`src/rtl/branch_predictor.sv`:
```
// branch_predictor
// Gshare branch predictor with EX-stage resolution for the 5-stage pipeline.
// A table of 2-bit saturating counters, indexed by PC[IDX_W+1:2] XOR the
// global history (history in the high index bits), predicts the ID branch.
// The prediction travels into EX with the branch. There it is compared with
// the real outcome to produce the wrong-predict flag and the recovery PC.
// The table, history and statistics train when the branch leaves EX.
//
// Ports:
//   clk, rst             clock; asynchronous active-high reset
//   ID_Branch_i          ID instruction is a conditional branch
//   ID_PC_i, ID_Target_i ID branch PC and target
//   ID_PredTaken_o       combinational prediction for the ID branch
//   WriteEX_i            EX register write enable
//   FlushEX_i            EX register flush (wins over hold)
//   WriteMEM_i           EX instruction advances to MEM this cycle
//   EX_BranchTaken_i     actual outcome of the EX branch
//   EX_WrongPredict_o    EX branch mispredicted (combinational)
//   EX_RecoverPC_o       correct next PC for the EX branch (combinational)
//   BrCount_o            saturating count of resolved branches
//   MissCount_o          saturating count of mispredictions
module branch_predictor #(
    parameter int ENTRIES = 64,
    parameter int HIST_W  = 4
) (
    input  logic        clk,
    input  logic        rst,
    input  logic        ID_Branch_i,
    input  logic [31:0] ID_PC_i,
    input  logic [31:0] ID_Target_i,
    output logic        ID_PredTaken_o,
    input  logic        WriteEX_i,
    input  logic        FlushEX_i,
    input  logic        WriteMEM_i,
    input  logic        EX_BranchTaken_i,
    output logic        EX_WrongPredict_o,
    output logic [31:0] EX_RecoverPC_o,
    output logic [15:0] BrCount_o,
    output logic [15:0] MissCount_o
);
    localparam int IDX_W = $clog2(ENTRIES);

    logic [1:0]       counters [ENTRIES];
    logic [IDX_W-1:0] histPad;
    logic [IDX_W-1:0] idIdx;
    logic             exValid;
    logic             exPred;
    logic [IDX_W-1:0] exIdx;
    logic [31:0]      exPc;
    logic [31:0]      exTarget;
    logic             retire;

    // Only the index bits of the PC feed the table.
    logic unusedPcBits;
    assign unusedPcBits = ^{ID_PC_i[31:IDX_W+2], ID_PC_i[1:0]};

    assign retire = exValid & WriteMEM_i;

    generate
        if (HIST_W > 0) begin : g_hist
            logic [HIST_W-1:0] ghr;

            always_ff @(posedge clk or posedge rst) begin
                if (rst) begin
                    ghr <= '0;
                end else if (retire) begin
                    // Shift left; the oldest outcome falls off the top.
                    ghr <= (ghr << 1) | HIST_W'(EX_BranchTaken_i);
                end
            end

            // History occupies the high index bits, zero padding below.
            assign histPad = IDX_W'(ghr) << (IDX_W - HIST_W);
        end else begin : g_nohist
            assign histPad = '0;
        end
    endgenerate

    assign idIdx          = ID_PC_i[IDX_W+1:2] ^ histPad;
    // Read is the registered table value: a same-cycle retire to the same
    // entry is not bypassed.
    assign ID_PredTaken_o = ID_Branch_i & counters[idIdx][1];

    always_ff @(posedge clk or posedge rst) begin
        if (rst) begin
            for (int i = 0; i < ENTRIES; i++) begin
                counters[i] <= 2'b01;
            end
        end else if (retire) begin
            if (EX_BranchTaken_i) begin
                if (counters[exIdx] != 2'b11) begin
                    counters[exIdx] <= counters[exIdx] + 2'd1;
                end
            end else begin
                if (counters[exIdx] != 2'b00) begin
                    counters[exIdx] <= counters[exIdx] - 2'd1;
                end
            end
        end
    end

    // Flush clears only the valid bit; the other fields are don't-care then.
    always_ff @(posedge clk or posedge rst) begin
        if (rst) begin
            exValid  <= 1'b0;
            exPred   <= 1'b0;
            exIdx    <= '0;
            exPc     <= '0;
            exTarget <= '0;
        end else if (FlushEX_i) begin
            exValid  <= 1'b0;
        end else if (WriteEX_i) begin
            exValid  <= ID_Branch_i;
            exPred   <= ID_PredTaken_o;
            exIdx    <= idIdx;
            exPc     <= ID_PC_i;
            exTarget <= ID_Target_i;
        end
    end

    always_ff @(posedge clk or posedge rst) begin
        if (rst) begin
            BrCount_o   <= '0;
            MissCount_o <= '0;
        end else if (retire) begin
            if (BrCount_o != 16'hFFFF) begin
                BrCount_o <= BrCount_o + 16'd1;
            end
            if (EX_WrongPredict_o && (MissCount_o != 16'hFFFF)) begin
                MissCount_o <= MissCount_o + 16'd1;
            end
        end
    end

    assign EX_WrongPredict_o = exValid & (exPred != EX_BranchTaken_i);
    assign EX_RecoverPC_o    = EX_BranchTaken_i ? exTarget : exPc + 32'd4;

endmodule

```
`config.mk`:
```
export PLATFORM = sky130hd
export DESIGN_NAME = branch_predictor
export DESIGN_NICKNAME = d
export VERILOG_FILES = /design/src/rtl/branch_predictor.sv
export SDC_FILE = /design/constraint.sdc
export NUM_CORES = 1
export LEC_CHECK = 0
export BUFFER_PORTS_ARGS = -buffer_cell sky130_fd_sc_hd__buf_2
export CORE_ASPECT_RATIO = 0.75
export CORE_MARGIN = 2
export CORE_UTILIZATION = 45
export DETAILED_ROUTE_END_ITERATION = 10
export GPL_TIMING_DRIVEN = 1
export HOLD_SLACK_MARGIN = 0.08
export PLACE_DENSITY_LB_ADDON = 0.3
export SYNTH_ARGS = -nofsm -noshare
export SYNTH_HDL_FRONTEND = slang
export SYNTH_SLANG_ARGS = --single-unit
export TNS_END_PERCENT = 5
```
`constraint.sdc`:
```
create_clock -name clk -period 7.2 [get_ports clk]
set_input_delay 1.08 -clock clk [delete_from_list [all_inputs] [get_ports clk]]
set_output_delay 1.08 -clock clk [all_outputs]
set_load 0.05 [all_outputs]
```
==> results.env, run 1 <==
CLOCKPOWERSHARE=0.310
SYNTH_EDF_COUNT=0
START_KIND='flop'
SYNTH-SIMPLE-AREA-SHARE=0.124
SLOWEST_DELAY_NS=1.20
WORST_R2R_PATH_DEPTH=13
PLACE.DETAILED.HPWL_MM=21.9
VDD_IR_DROP_MAX_mV=0.209
REG2REG_SLACK_NS=1.58
COMBPWRFRAC=0.267
HOLD_WS_NS=0.486
CLOCK.FMAX_GHz=0.178
SYNTH_FP_NETS=1137
NUMBER_OF_VIAS_IN_THE_ROUTED_LAYOUT=8830
NUMPLACEDINSTANCES=1503
PLACE.PORT_BUFFERS=136
CLKSINKCOUNT=234
DOMINANT_COMBINATIONAL_CELL_FAMILY_BY_AREA_AFTER_SYNTHESIS='multiplexers'
CLK-INSERTION-DELAY-LATE_NS=0.52
GRT.TOTAL_USAGE=0.225
POWER.SWITCHING_uW=1390
FIN_CRIT_NS=5.62
CRIT_ARRIVAL_NS=6.03
SYNTHESIZED_CELL_AREA_MM2=0.0122
CRITICAL_PATH.STARTPOINT='exIdx[0]$_DFFE_PP0P_'
RSZ0062_AT_GRT='false'
DRT_PASS1_ITERATIONS=6
WORSTPATHCELLLIST='buf_4, clkinv_1, nor3_1, a221o_1, a221oi_1, o221a_2, and4_1, ha_1, mux2i_1, nand2_1, nor3_1, nand2_1, mux2_2'
MAX_CLOCK_BUF_DEPTH=3
CTS.REPAIR.RESIZED=0
TIMING.MAX_CAP.VIOLATIONS=0
SW_FRAC_OF_TOTAL=0.350
DIE_AREA_MM2=0.0284
SYNTH-COMPOUND-AREA-SHARE=0.0631
WORSTPATHMAXFANOUT=21
CRIT_FAMILY='simple AND/OR/NAND/NOR gates'
TRITONCTS.NUM_BUFFERS=24
FINISH.NET_COUNT=1254
FINAL-SEQ-AREA_MM2=0.00594
NUMBER_OF_GATES_ON_THE_WORST_PATH_WITH_BUFFERS_COUNTED=13
COREAREA_MM2=0.0268
DIE_W_UM=194
REMAINING_DRC_ERRORS=0
HOLD_CLASS='reg2reg'
SYNTHXORXNORAREAFRAC=0.0468
CRIT_TYPE='reg2reg'
MULTI_INPUT_COMB_AREA_MM2=0.00589
SEQPWRFRAC=0.423
SETUP_CLOCK_SKEW_AFTER_LAYOUT_NS=0.0124
CTS.CLK_SLEW.WORST_PATHS_NS=0.07
INITIAL_CORE_UTIL=0.454
WORSTREG2REGEND='counters[49]$_DFFE_PP0P_'
CTS_SETUP_BUFFERS=0
NUM-FILL-CELLS=2427
TIMING.CRITICAL_PATH.TO='counters[49]$_DFFE_PP0P_'
AREA_GROWTH_PCT=14.3
INTERNAL_POWER_uW=2580
CAPTURING_ELEMENT_TYPE_OF_THE_CRITICAL_PATH='flop'
WORST_SLEW_MARGIN_REL=0.0843
YS_SEQ_ELEMENTS=234
FINAL_INSTANCE_COUNT_EXCL_FILLERS=1547
PWR_DENSITY_CELL_mW_PER_MM2=285
GP_CONGESTION=0.930
SYNTH.YOSYS.SEQ_AREA_SHARE=0.488
GLOBALROUTEOVERFLOWTOTAL=0
FINAL.SETUP.WORST_SLACK_NS=1.58
SETUP_VIOLATORS_FINAL=0
NUMBER_OF_ANTENNA_VIOLATIONS_AT_THE_FIRST_CHECK_IN_GLOBAL_ROUTING=0
WORST-PATH-BUF-INV=2
CTS_HOLD_BUF=0
IO_PINS=137
NETLIST-CELL-TYPE-COUNT=65
MAXIMUM_NUMBER_OF_PINS_ON_ONE_NET_BEFORE_GLOBAL_ROUTE_REPAIR=116
VIA_COUNT_OF_THE_FIRST_GLOBAL_ROUTING_PASS=8836
STATUS='finished, final reports clean'
ASYNC_RESET_FF_FRAC=1.00
ROWS=52
CRITPATHREQUIREDTIME_NS=7.61
DRIVE_ABOVE_1_SHARE=0.406
SYN_INST=1061
UTILIZATION=0.519
HTREE_NUM_LEVELS=1
SYNTHMUXAREASHARE=0.243
CRITICAL_PATH.SLOWEST_CELL='sky130_fd_sc_hd__nor3_1'
R2R_PATH_START='exIdx[0]$_DFFE_PP0P_'
POWER_LEAKAGE_uW=0.00618
SUM_OF_NEGATIVE_SETUP_SLACK_NS=0
WORSTMARGINPINSLEW_NS=1.36
FP.DIEH_UM=146
FINAL_ANTENNA_NET_COUNT=0
POST_SYNTH_FA_HA_MAJ_AREA_FRACTION=0.00514
DRT_FIRST_ITER_VIOLATIONS=769
N_ANTENNA_CELL=0
VIA_DENSITY_PER_INSTANCE=5.71
DRT-TOTAL-WL_MM=31.8
YOSYS_WARNINGS=0
HOLD_VIOL=0
MIN_PERIOD_OVER_PERIOD=0.781
TIMING_MAX_TRANSITION_VIOLATIONS_FINAL=0
SYNTHESIS.AREA_PER_INSTANCE_UM2=11.5
FIRST_PASS_GRT_WIRE_LENGTH_MM=51.1
CTS_TREE='done'
PLACEMENT.SETUP.WORST_SLACK_NS=1.79
BUFFER_CELL_DRIVING_THE_CLOCK_TREE_ROOT='sky130_fd_sc_hd__clkbuf_16'
YOSYS_MOST_USED_DFF='sky130_fd_sc_hd__dfrtp_1'
WIRE_PER_INST_UM=20.6
[power by group through the flow]
stage / Combinational (µW) / Clock (µW) / Sequential, µW
finish: 1060 / 1230 / 1680
global route: 1130 / 1310 / 1700
CTS: 1050 / 1260 / 1670
detailed placement: 1050 / 0 / 1700
global placement: 1040 / 0 / 1690
floorplan: 750 / 0 / 1680
[worst min-delay path by stage]
stage / endpoint / startpoint / depth (start not counted) / slack [ns]
finish: BrCount_o[5]$_DFFE_PP0P_ / BrCount_o[5]$_DFFE_PP0P_ / 1 / 0.49
global route: exTarget[21]$_DFFE_PP0P_ / exTarget[21]$_DFFE_PP0P_ / 1 / 0.52
CTS: BrCount_o[5]$_DFFE_PP0P_ / BrCount_o[5]$_DFFE_PP0P_ / 1 / 0.49
detailed placement: BrCount_o[5]$_DFFE_PP0P_ / BrCount_o[5]$_DFFE_PP0P_ / 1 / 0.48
global placement: BrCount_o[7]$_DFFE_PP0P_ / BrCount_o[7]$_DFFE_PP0P_ / 1 / 0.48
floorplan: g_hist.ghr[3]$_DFFE_PP0P_ / g_hist.ghr[3]$_DFFE_PP0P_ / 2 / 0.47
[cells by family (layout without fill, tap and decap cells)]
group / Yosys count / after routing
xor+xnor: 65 / 65
buf+inv: 74 / 209
flops: 234 / 234
simple gates: 318 / 318
compound gates: 111 / 111
mux: 254 / 254
fa+ha+maj: 5 / 5
[layer usage]
metal  vias to the layer above  global-route usage  share of wire
li1                       4038                   -              -
met1                      4412               0.339           0.47
met2                       325               0.326           0.43
met3                        55              0.0538          0.079
met4                         0              0.0591          0.024
met5                         -                   0              0
[layout by cell type, fill, tap and decap left out, types with 25 or more instances in the layout]
cell	n
sky130_fd_sc_hd__nor2_1	56
sky130_fd_sc_hd__o21ai_0	35
sky130_fd_sc_hd__nand3_1	35
sky130_fd_sc_hd__xnor2_1	28
sky130_fd_sc_hd__clkbuf_16	25
sky130_fd_sc_hd__xor2_1	36
sky130_fd_sc_hd__dfstp_2	64
sky130_fd_sc_hd__buf_2	136
sky130_fd_sc_hd__dfrtp_1	169
sky130_fd_sc_hd__mux2i_1	35
sky130_fd_sc_hd__nand2_1	136
sky130_fd_sc_hd__mux2_2	206
[cells in the mapped netlist (7+ instances only)]
cell / instances / area, µm²
sky130_fd_sc_hd__nand3_1: 35 / 175
sky130_fd_sc_hd__a21oi_1: 12 / 60.1
sky130_fd_sc_hd__nand2_1: 136 / 510
sky130_fd_sc_hd__nor2b_1: 11 / 68.8
sky130_fd_sc_hd__mux4_2: 13 / 293
sky130_fd_sc_hd__buf_6: 7 / 78.8
sky130_fd_sc_hd__nor3_1: 16 / 80.1
sky130_fd_sc_hd__mux2_2: 206 / 2320
sky130_fd_sc_hd__o21ai_0: 35 / 175
sky130_fd_sc_hd__xnor2_1: 29 / 254
sky130_fd_sc_hd__buf_2: 13 / 65.1
sky130_fd_sc_hd__nand2b_1: 7 / 43.8
sky130_fd_sc_hd__a221oi_1: 12 / 105
sky130_fd_sc_hd__clkbuf_1: 34 / 128
sky130_fd_sc_hd__and3_1: 7 / 43.8
sky130_fd_sc_hd__dfrtp_1: 170 / 4250
sky130_fd_sc_hd__mux2i_1: 35 / 350
sky130_fd_sc_hd__a22oi_1: 8 / 60.1
sky130_fd_sc_hd__nand4_1: 16 / 100
sky130_fd_sc_hd__nor2_1: 56 / 210
sky130_fd_sc_hd__dfstp_2: 64 / 1680
sky130_fd_sc_hd__inv_1: 10 / 37.5
sky130_fd_sc_hd__and4_1: 9 / 78.8
sky130_fd_sc_hd__xor2_1: 36 / 315
[layout make-up]
type / instances / share of cell area
sequential: 234 / 0.427
tap: 351 / 0.0316
clock inverter: 4 / 0.00324
inverter: 11 / 0.00324
multi-input combinational: 753 / 0.424
timing repair buffer: 154 / 0.0596
clock buffer: 40 / 0.0519
[stage by stage]
stage / total power [µW] / instance area (µm²)
CTS: 3980 / 13900
global route: 4150 / 13900
floorplan: 2430 / 12200
global placement: 2730 / 13100
finish: 3960 / 13900
detailed placement: 2750 / 13100
No activity file was read; power rests on OpenSTA's default activity.
==> run 2: changes to the inputs <==
--- a/config.mk
+++ b/config.mk
@@ -5,6 +5,7 @@
 export SDC_FILE = /design/constraint.sdc
 export NUM_CORES = 1
 export LEC_CHECK = 0
+export ABC_AREA = 1
 export BUFFER_PORTS_ARGS = -buffer_cell sky130_fd_sc_hd__buf_2
 export CORE_ASPECT_RATIO = 0.75
 export CORE_MARGIN = 2
==> constraint.sdc (replaced) <==
create_clock -name clk -period 4.8 [get_ports clk]
set_input_delay 0.72 -clock clk [delete_from_list [all_inputs] [get_ports clk]]
set_output_delay 0.72 -clock clk [all_outputs]
set_load 0.05 [all_outputs]
==> results.env, run 2 <==
VIA_DENSITY_PER_INSTANCE=5.34  # -6.4%
ASYNC_RESET_FF_FRAC=1.00  # unchanged
YOSYS_MOST_USED_DFF='sky130_fd_sc_hd__dfrtp_1'
CLOCK.FMAX_GHz=0.251
SYNTHMOSTINSTANTIATEDCELL='sky130_fd_sc_hd__nand2_1'
BUFFER_CELL_DRIVING_THE_CLOCK_TREE_ROOT='sky130_fd_sc_hd__clkbuf_16'
WORSTMARGINPINSLEW_NS=1.11  # -0.258 ns
RSZ0062_AT_GRT='false'
DRT-TOTAL-WL_MM=38.2  # +20%
POWER_LEAKAGE_uW=0.00684  # +11%
SETUP_CLOCK_SKEW_AFTER_LAYOUT_NS=0.0251  # +0.0127 ns
ROWS=53  # +1.9%
NUMBER_OF_VIAS_IN_THE_ROUTED_LAYOUT=12000  # +35%
YS_SEQ_ELEMENTS=234  # unchanged
CRITPATHMOSTFREQUENTCELL='sky130_fd_sc_hd__nand3_1'
CRIT_TYPE='in2out'
CTS_SETUP_BUFFERS=0  # unchanged
SYN_INST=1742  # +64%
TIMING_MAX_TRANSITION_VIOLATIONS_FINAL=0  # unchanged
MIN_PERIOD_OVER_PERIOD=0.829
VDD_IR_DROP_MAX_mV=0.414  # +98%
HOLD_CLASS='in2async'
YOSYS.AREA.TOP_TYPE='sky130_fd_sc_hd__dfrtp_1'
DRT_FIRST_ITER_VIOLATIONS=1125  # +46%
CLK-INSERTION-DELAY-LATE_NS=0.56  # +0.04 ns
SYNTH_FP_NETS=1818  # +60%
LAYOUT_COMMON_CELLS='668 x sky130_fd_sc_hd__nand2_1, 170 x sky130_fd_sc_hd__dfrtp_1, 164 x sky130_fd_sc_hd__inv_1, 157 x sky130_fd_sc_hd__o21ai_0, 145 x sky130_fd_sc_hd__nand3_1'
IO_PINS=137  # unchanged
MULTI_INPUT_COMB_AREA_MM2=0.00573  # -2.7%
CTS_HOLD_BUF=0  # unchanged
NUMPLACEDINSTANCES=2190  # +46%
CRITPATHREQUIREDTIME_NS=4.08  # -3.53 ns
PLACE.DETAILED.HPWL_MM=25.9  # +18%
WORSTPATHCELLLIST='buf_2, inv_1, nand2_1, nand3_1, nand3_1, nand2_1, nand2_1, nand3_1, nand3_1, a21oi_1, buf_2'
N_ANTENNA_CELL=0  # unchanged
MAXIMUM_NUMBER_OF_PINS_ON_ONE_NET_BEFORE_GLOBAL_ROUTE_REPAIR=74  # -36%
NETLIST-CELL-TYPE-COUNT=33  # -49%
SUM_OF_NEGATIVE_SETUP_SLACK_NS=0  # unchanged
FINAL_ANTENNA_NET_COUNT=0  # unchanged
SYNTHESIZED_CELL_AREA_MM2=0.0127  # +4.0%
GLOBALROUTEOVERFLOWTOTAL=0  # unchanged
REMAINING_DRC_ERRORS=0  # unchanged
FIN_CRIT_NS=3.98
FINAL_INSTANCE_COUNT_EXCL_FILLERS=2238  # +45%
VIA_COUNT_OF_THE_FIRST_GLOBAL_ROUTING_PASS=11300  # +28%
SYNTH_AREA_LEADERS='sky130_fd_sc_hd__dfrtp_1 34%, sky130_fd_sc_hd__nand2_1 20%, sky130_fd_sc_hd__dfstp_2 13%, sky130_fd_sc_hd__o21ai_0 6.2%, sky130_fd_sc_hd__nand3_1 5.7%'
CRIT_FAMILY='buffers and inverters'
SETUP_VIOLATORS_FINAL=0  # unchanged
WORST_SLEW_MARGIN_REL=0.262  # +0.178
HOLD_WS_NS=0.254  # -0.232 ns
CRITICAL_PATH.SLOWEST_CELL='sky130_fd_sc_hd__inv_1'
FIRST_PASS_GRT_WIRE_LENGTH_MM=60.7  # +19%
WORSTPATHMAXFANOUT=33  # +57%
CTS.CLK_SLEW.WORST_PATHS_NS=0.06  # about the same
START_KIND='input pin'
CAPTURING_ELEMENT_TYPE_OF_THE_CRITICAL_PATH='primary output'
CRIT_ARRIVAL_NS=3.26  # -2.77 ns
GRT.TOTAL_USAGE=0.261  # +0.0354
PLACE.PORT_BUFFERS=136  # unchanged
TRITONCTS.NUM_BUFFERS=26  # +8.3%
DIE_W_UM=198  # +1.9%
FINISH.NET_COUNT=1937  # +54%
HOLD_VIOL=0  # unchanged
NUM-FILL-CELLS=2660  # +9.6%
YOSYS_WARNINGS=0  # unchanged
STATUS='finished, final reports clean'
CTS.REPAIR.RESIZED=0  # unchanged
GP_CONGESTION=0.933  # +0.31%
MOST_FREQUENT_CELLS_AFTER_SYNTHESIS='668 x sky130_fd_sc_hd__nand2_1, 170 x sky130_fd_sc_hd__dfrtp_1, 165 x sky130_fd_sc_hd__inv_1, 157 x sky130_fd_sc_hd__o21ai_0, 145 x sky130_fd_sc_hd__nand3_1'
NUMBER_OF_ANTENNA_VIOLATIONS_AT_THE_FIRST_CHECK_IN_GLOBAL_ROUTING=1  # +1
AREA_GROWTH_PCT=15.0
INITIAL_CORE_UTIL=0.454  # +0.000472
CTS_TREE='done'
DRT_PASS1_ITERATIONS=7  # +1
WORST-PATH-BUF-INV=3  # +1
COMMONEST_NON_FILL_NON_TAP_CELL_IN_THE_LAYOUT='sky130_fd_sc_hd__nand2_1'
SYNTH_TOP_AREA_SHARE=0.336  # -0.0135
WIRE_PER_INST_UM=17.1  # -17%
SYNTH_EDF_COUNT=0  # unchanged
TIMING.MAX_CAP.VIOLATIONS=0  # unchanged
PWR_DENSITY_CELL_mW_PER_MM2=410  # +44%
CLKSINKCOUNT=234  # unchanged
HTREE_NUM_LEVELS=1  # unchanged
COREAREA_MM2=0.0279  # +3.9%
FINAL-SEQ-AREA_MM2=0.00594  # about the same
SLOWEST_DELAY_NS=0.90  # -0.30 ns
SYNTH.YOSYS.SEQ_AREA_SHARE=0.469  # -0.0188
SYNTHESIS.AREA_PER_INSTANCE_UM2=7.27  # -37%
DRIVE_ABOVE_1_SHARE=0.151  # -0.255
DIE_AREA_MM2=0.0295  # +3.9%
FP.DIEH_UM=149  # +1.9%
MAX_CLOCK_BUF_DEPTH=3  # unchanged
==> run 2: changes by cell type after synthesis, sizes merged, moves of 12 or more <==
cell,previous run,this run
a221oi,12,0
o21ai,36,165
mux4,13,0
nand2,137,668
nand3,35,149
nor2,56,117
mux2,206,0
inv,10,169
a21oi,12,36
nor3,16,32
mux2i,35,0
==> run 2: report_power, final <==
part           switching, µW  total (µW)  internal, µW  leakage [µW]
Sequential               220        2470          2250       0.00288
Clock                    842        2160          1320      0.000460
Combinational            996        1330           335       0.00351
Total                   2060        5960          3910       0.00684
==> run 2: cell families after synthesis <==
family / synth area share
buffers and inverters: 0.0808
adder cells (fa/ha/maj): 0.00494
flip-flops: 0.469
AO/OA/AOI/OAI: 0.0864
XOR/XNOR: 0.0325
AND/OR/NAND/NOR: 0.326
==> run 2: layer usage <==
metal  up-vias  part of all wire  wire (µm)  track usage
met5         -           0.00034         13            0
met4         2             0.027       1010       0.0801
met3        83              0.10       3910       0.0619
met2       516              0.42      15900        0.380
met1      5595              0.46      17400        0.383
li1       5760                 -          -            -
==> run 2: area by class of cell <==
class	instances	area share
Inverter	171	0.0444
Clock buffer	38	0.0526
Timing Repair Buffer	160	0.0592
Multi-Input combinational cell	1268	0.394
Sequential cell	234	0.408
Clock inverter	10	0.0113
Tap cell	357	0.0307
==> run 2: worst register-to-register path, delay by kind of cell (launching register included) <==
kind	cells	cell delay, ns
and+or+nand+nor	11	1.27
buffers and inverters	5	1.12
AOI/OAI and AO/OA	3	0.48
DFF	1	0.38
adders and majority gates	1	0.21
==> run 2: stage by stage <==
stage / cell area (µm²) / power (µW) / setup WS [ns] / utilization
after global placement: 13600 / 3800 / 0.953 / 0.489
after CTS: 14600 / 5990 / 0.936 / 0.522
final: 14600 / 5960 / 0.822 / 0.522
after global routing: 14600 / 6240 / 0.649 / 0.522
after floorplan: 12700 / 3390 / 1.07 / -
after detailed placement: 13600 / 3810 / 0.941 / 0.489
==> run 2: final timing paths <==
path | startpoint | to | slack, ns | depth (start not counted)
worst max register to register | exIdx[0]$_DFFE_PP0P_ | counters[35]$_DFFE_PP0P_ | 1.22 | 20
min in group clk | ID_Target_i[28] | exTarget[28]$_DFFE_PP0P_ | 0.36 | 3
worst min-delay path | rst | async pin | 0.25 | 2
worst min register to register | flop | flop | 0.47 | 2
worst max-delay path | ID_PC_i[2] | ID_PredTaken_o | 0.82 | 11
max in group asynchronous | rst | counters[65]$_DFFE_PP0P_ | 3.60 | 3
==> run 3: changes to the inputs <==
--- a/config.mk
+++ b/config.mk
@@ -5,7 +5,7 @@
 export SDC_FILE = /design/constraint.sdc
 export NUM_CORES = 1
 export LEC_CHECK = 0
-export ABC_AREA = 1
+export ABC_AREA = 0
 export BUFFER_PORTS_ARGS = -buffer_cell sky130_fd_sc_hd__buf_2
 export CORE_ASPECT_RATIO = 0.75
 export CORE_MARGIN = 2
==> constraint.sdc (replaced) <==
create_clock -name clk -period 3.72 [get_ports clk]
set_input_delay 0.558 -clock clk [delete_from_list [all_inputs] [get_ports clk]]
set_output_delay 0.558 -clock clk [all_outputs]
set_load 0.05 [all_outputs]
==> results.env, run 3 (synthesized netlist as in run 1, its figures left out) <==
STATUS='finished, final reports clean'
WORST_SLEW_MARGIN_REL=0.288  # +0.0255
HOLD_VIOL=0  # unchanged
DRT-MET1-WL_MM=15.2  # -13%
FINISH.NET_COUNT=1299  # -33%
AREA_GROWTH_PCT=19.1
CRITPATHMOSTFREQUENTCELL='sky130_fd_sc_hd__buf_4'
MIN_PERIOD_OVER_PERIOD=0.951
NUM-FILL-CELLS=2325  # -13%
WORST-PATH-BUF-INV=4  # +1
IO_PINS=137  # unchanged
CAPTURING_ELEMENT_TYPE_OF_THE_CRITICAL_PATH='flop'
DIE_W_UM=194  # -1.9%
CRIT_ARRIVAL_NS=3.94  # +0.68 ns
SLOWEST_DELAY_NS=0.44  # -0.46 ns
CRIT_FAMILY='simple AND/OR/NAND/NOR gates'
DRT_FIRST_ITER_VIOLATIONS=698  # -38%
GLOBALROUTEOVERFLOWTOTAL=0  # unchanged
VIA_DENSITY_PER_INSTANCE=5.60  # +4.8%
MET2WIRELENGTH_MM=13.8  # -13%
REMAINING_DRC_ERRORS=0  # unchanged
HTREE_NUM_LEVELS=1  # unchanged
TIMING_MAX_TRANSITION_VIOLATIONS_FINAL=0  # unchanged
DRT_PASS1_ITERATIONS=6  # -1
WORSTMARGINPINSLEW_NS=1.07  # -0.0393 ns
DRIVE_ABOVE_1_SHARE=0.443  # +0.292
DRT-TOTAL-WL_MM=32.1  # -16%
SUM_OF_NEGATIVE_SETUP_SLACK_NS=0  # unchanged
WORSTPATHMAXFANOUT=15  # -55%
LAYOUT_COMMON_CELLS='206 x sky130_fd_sc_hd__mux2_2, 168 x sky130_fd_sc_hd__dfrtp_1, 136 x sky130_fd_sc_hd__buf_2, 135 x sky130_fd_sc_hd__nand2_1, 64 x sky130_fd_sc_hd__dfstp_2'
ROWS=52  # -1.9%
DIE_AREA_MM2=0.0284  # -3.8%
GP_CONGESTION=0.931  # -0.28%
MAXIMUM_NUMBER_OF_PINS_ON_ONE_NET_BEFORE_GLOBAL_ROUTE_REPAIR=73  # -1.4%
WORSTPATHCELLLIST='buf_12, buf_4, nor2_1, a21oi_1, o22ai_1, a211oi_1, o221a_2, and4_1, ha_1, mux2i_1, nand2_1, buf_4, nor3_1, buf_4, nand2_1, mux2_2'
COREAREA_MM2=0.0268  # -3.8%
MAXUSEDROUTINGLAYER='met5'
HOLD_CLASS='in2reg'
PWR_DENSITY_CELL_mW_PER_MM2=557  # +36%
HOLD_WS_NS=0.239  # -0.0148 ns
CRITICAL_PATH.SLOWEST_CELL='sky130_fd_sc_hd__dfrtp_1'
TIMING.MAX_CAP.VIOLATIONS=0  # unchanged
CLK-INSERTION-DELAY-LATE_NS=0.52  # -0.04 ns
MAX_CLOCK_BUF_DEPTH=3  # unchanged
UTILIZATION=0.540  # +0.0180
INITIAL_CORE_UTIL=0.454  # -0.000472
WIRE_PER_INST_UM=20.2  # +18%
START_KIND='flop'
TRITONCTS.NUM_BUFFERS=24  # -7.7%
FIRST_PASS_GRT_WIRE_LENGTH_MM=51.4  # -15%
CLOCK.FMAX_GHz=0.283
N_ANTENNA_CELL=0  # unchanged
GRT.TOTAL_USAGE=0.228  # -0.0325
CTS_TREE='done'
FIN_CRIT_NS=3.54
PLACEMENT.SETUP.WORST_SLACK_NS=0.105  # -0.836 ns
RSZ0062_AT_GRT='false'
FP.DIEH_UM=146  # -1.9%
FINAL_ANTENNA_NET_COUNT=0  # unchanged
CTS_HOLD_BUF=0  # unchanged
SETUP_VIOLATORS_FINAL=0  # unchanged
CRITPATHREQUIREDTIME_NS=4.13  # +0.05 ns
CRIT_TYPE='reg2reg'
COMMONEST_NON_FILL_NON_TAP_CELL_IN_THE_LAYOUT='sky130_fd_sc_hd__mux2_2'
PLACE.DETAILED.HPWL_MM=22.9  # -11%
POWER_LEAKAGE_uW=0.00651  # -4.9%
VDD_IR_DROP_MAX_mV=0.309  # -25%
CLKSINKCOUNT=234  # unchanged
NUMBER_OF_ANTENNA_VIOLATIONS_AT_THE_FIRST_CHECK_IN_GLOBAL_ROUTING=2  # +1
CTS.CLK_SLEW.WORST_PATHS_NS=0.06  # about the same
FINAL.SETUP.WORST_SLACK_NS=0.182  # -0.640 ns
BUFFER_CELL_DRIVING_THE_CLOCK_TREE_ROOT='sky130_fd_sc_hd__clkbuf_16'
VIA_COUNT_OF_THE_FIRST_GLOBAL_ROUTING_PASS=8916  # -21%
SETUP_CLOCK_SKEW_AFTER_LAYOUT_NS=0.0112  # -0.0139 ns
PLACE.PORT_BUFFERS=136  # unchanged
MET3_LENGTH_MM=2.47  # -37%
NUMBER_OF_VIAS_IN_THE_ROUTED_LAYOUT=8911  # -25%
[run 3: changes by cell type in the layout (fill, tap and decap cells not counted), moves of 13 or more]
cell | previous run | this run
sky130_fd_sc_hd__mux2i_1 | 0 | 35
sky130_fd_sc_hd__nand2_1 | 668 | 135
sky130_fd_sc_hd__inv_1 | 164 | 9
sky130_fd_sc_hd__buf_4 | 24 | 54
sky130_fd_sc_hd__mux2_2 | 0 | 206
sky130_fd_sc_hd__nor3_1 | 29 | 12
sky130_fd_sc_hd__a21oi_1 | 36 | 12
sky130_fd_sc_hd__o21ai_0 | 157 | 35
sky130_fd_sc_hd__mux4_2 | 0 | 13
sky130_fd_sc_hd__nand3_1 | 145 | 35
sky130_fd_sc_hd__nor2_1 | 115 | 54
[run 3: metrics by stage]
| step | area [µm²] | std cells | power [µW] |
|---|---|---|---|
| after CTS | 14400 | 1592 | 8090 |
| after detailed placement | 13600 | 1548 | 5470 |
| after global placement | 13600 | 1548 | 5460 |
| final | 14500 | 1592 | 8070 |
| after floorplan | 12200 | 1061 | 4700 |
| after global routing | 14500 | 1592 | 8440 |
[run 3: worst paths after layout]
path                                            startpoint                    endpoint  slack [ns]  cells after the start
worst max-delay path                  exIdx[0]$_DFFE_PP0P_    counters[81]$_DFFE_PP0P_        0.18                     16
worst min-delay path                             FlushEX_i         exValid$_DFFE_PP0P_        0.24                      2
worst max register to register        exIdx[0]$_DFFE_PP0P_    counters[81]$_DFFE_PP0P_        0.18                     16
worst min register to register  MissCount_o[7]$_DFFE_PP0P_  MissCount_o[7]$_DFFE_PP0P_        0.49                      1
max in group asynchronous                              rst                   async pin        2.48                      3
min in group asynchronous                              rst    exTarget[10]$_DFFE_PP0P_        0.28                      2
[run 3: layer usage]
metal | global-route usage | vias up
li1 | - | 4124
met1 | 0.344 | 4448
met2 | 0.333 | 291
met3 | 0.0529 | 46
met4 | 0.0557 | 2
met5 | 0 | -
[run 3: area by class of cell]
type | instances | area (µm²) | share of cell area
clock buffer | 35 | 733 | 0.0506
clock inverter | 9 | 124 | 0.00855
inverter | 11 | 45.0 | 0.00311
multi-input combinational | 753 | 5940 | 0.410
sequential | 234 | 5940 | 0.410
tap | 351 | 439 | 0.0303
timing repair buffer | 199 | 1270 | 0.0874
[run 3: what timing repair did]
item	in CTS	in global routing
endpoints found under the setup margin	0	40
resized for setup	0	14
buffers inserted	0	0
[run 3: power breakdown]
group	total (µW)	leakage, µW	switching [µW]	internal [µW]
Combinational	2280	0.00324	1470	808
Clock	2600	0.000428	1030	1570
Sequential	3190	0.00284	279	2910
Total	8070	0.00651	2780	5290
[run 3: worst register-to-register path, stage by stage, from the launching register on]
cell and delay (ns):
sky130_fd_sc_hd__dfrtp_1 0.44, sky130_fd_sc_hd__buf_12 0.18, sky130_fd_sc_hd__buf_4 0.17, sky130_fd_sc_hd__nor2_1 0.39, sky130_fd_sc_hd__a21oi_1 0.16, sky130_fd_sc_hd__o22ai_1 0.17, sky130_fd_sc_hd__a211oi_1 0.07, sky130_fd_sc_hd__o221a_2 0.25
sky130_fd_sc_hd__and4_1 0.19, sky130_fd_sc_hd__ha_1 0.19, sky130_fd_sc_hd__mux2i_1 0.17, sky130_fd_sc_hd__nand2_1 0.11, sky130_fd_sc_hd__buf_4 0.19, sky130_fd_sc_hd__nor3_1 0.15, sky130_fd_sc_hd__buf_4 0.20, sky130_fd_sc_hd__nand2_1 0.10
sky130_fd_sc_hd__mux2_2 0.31
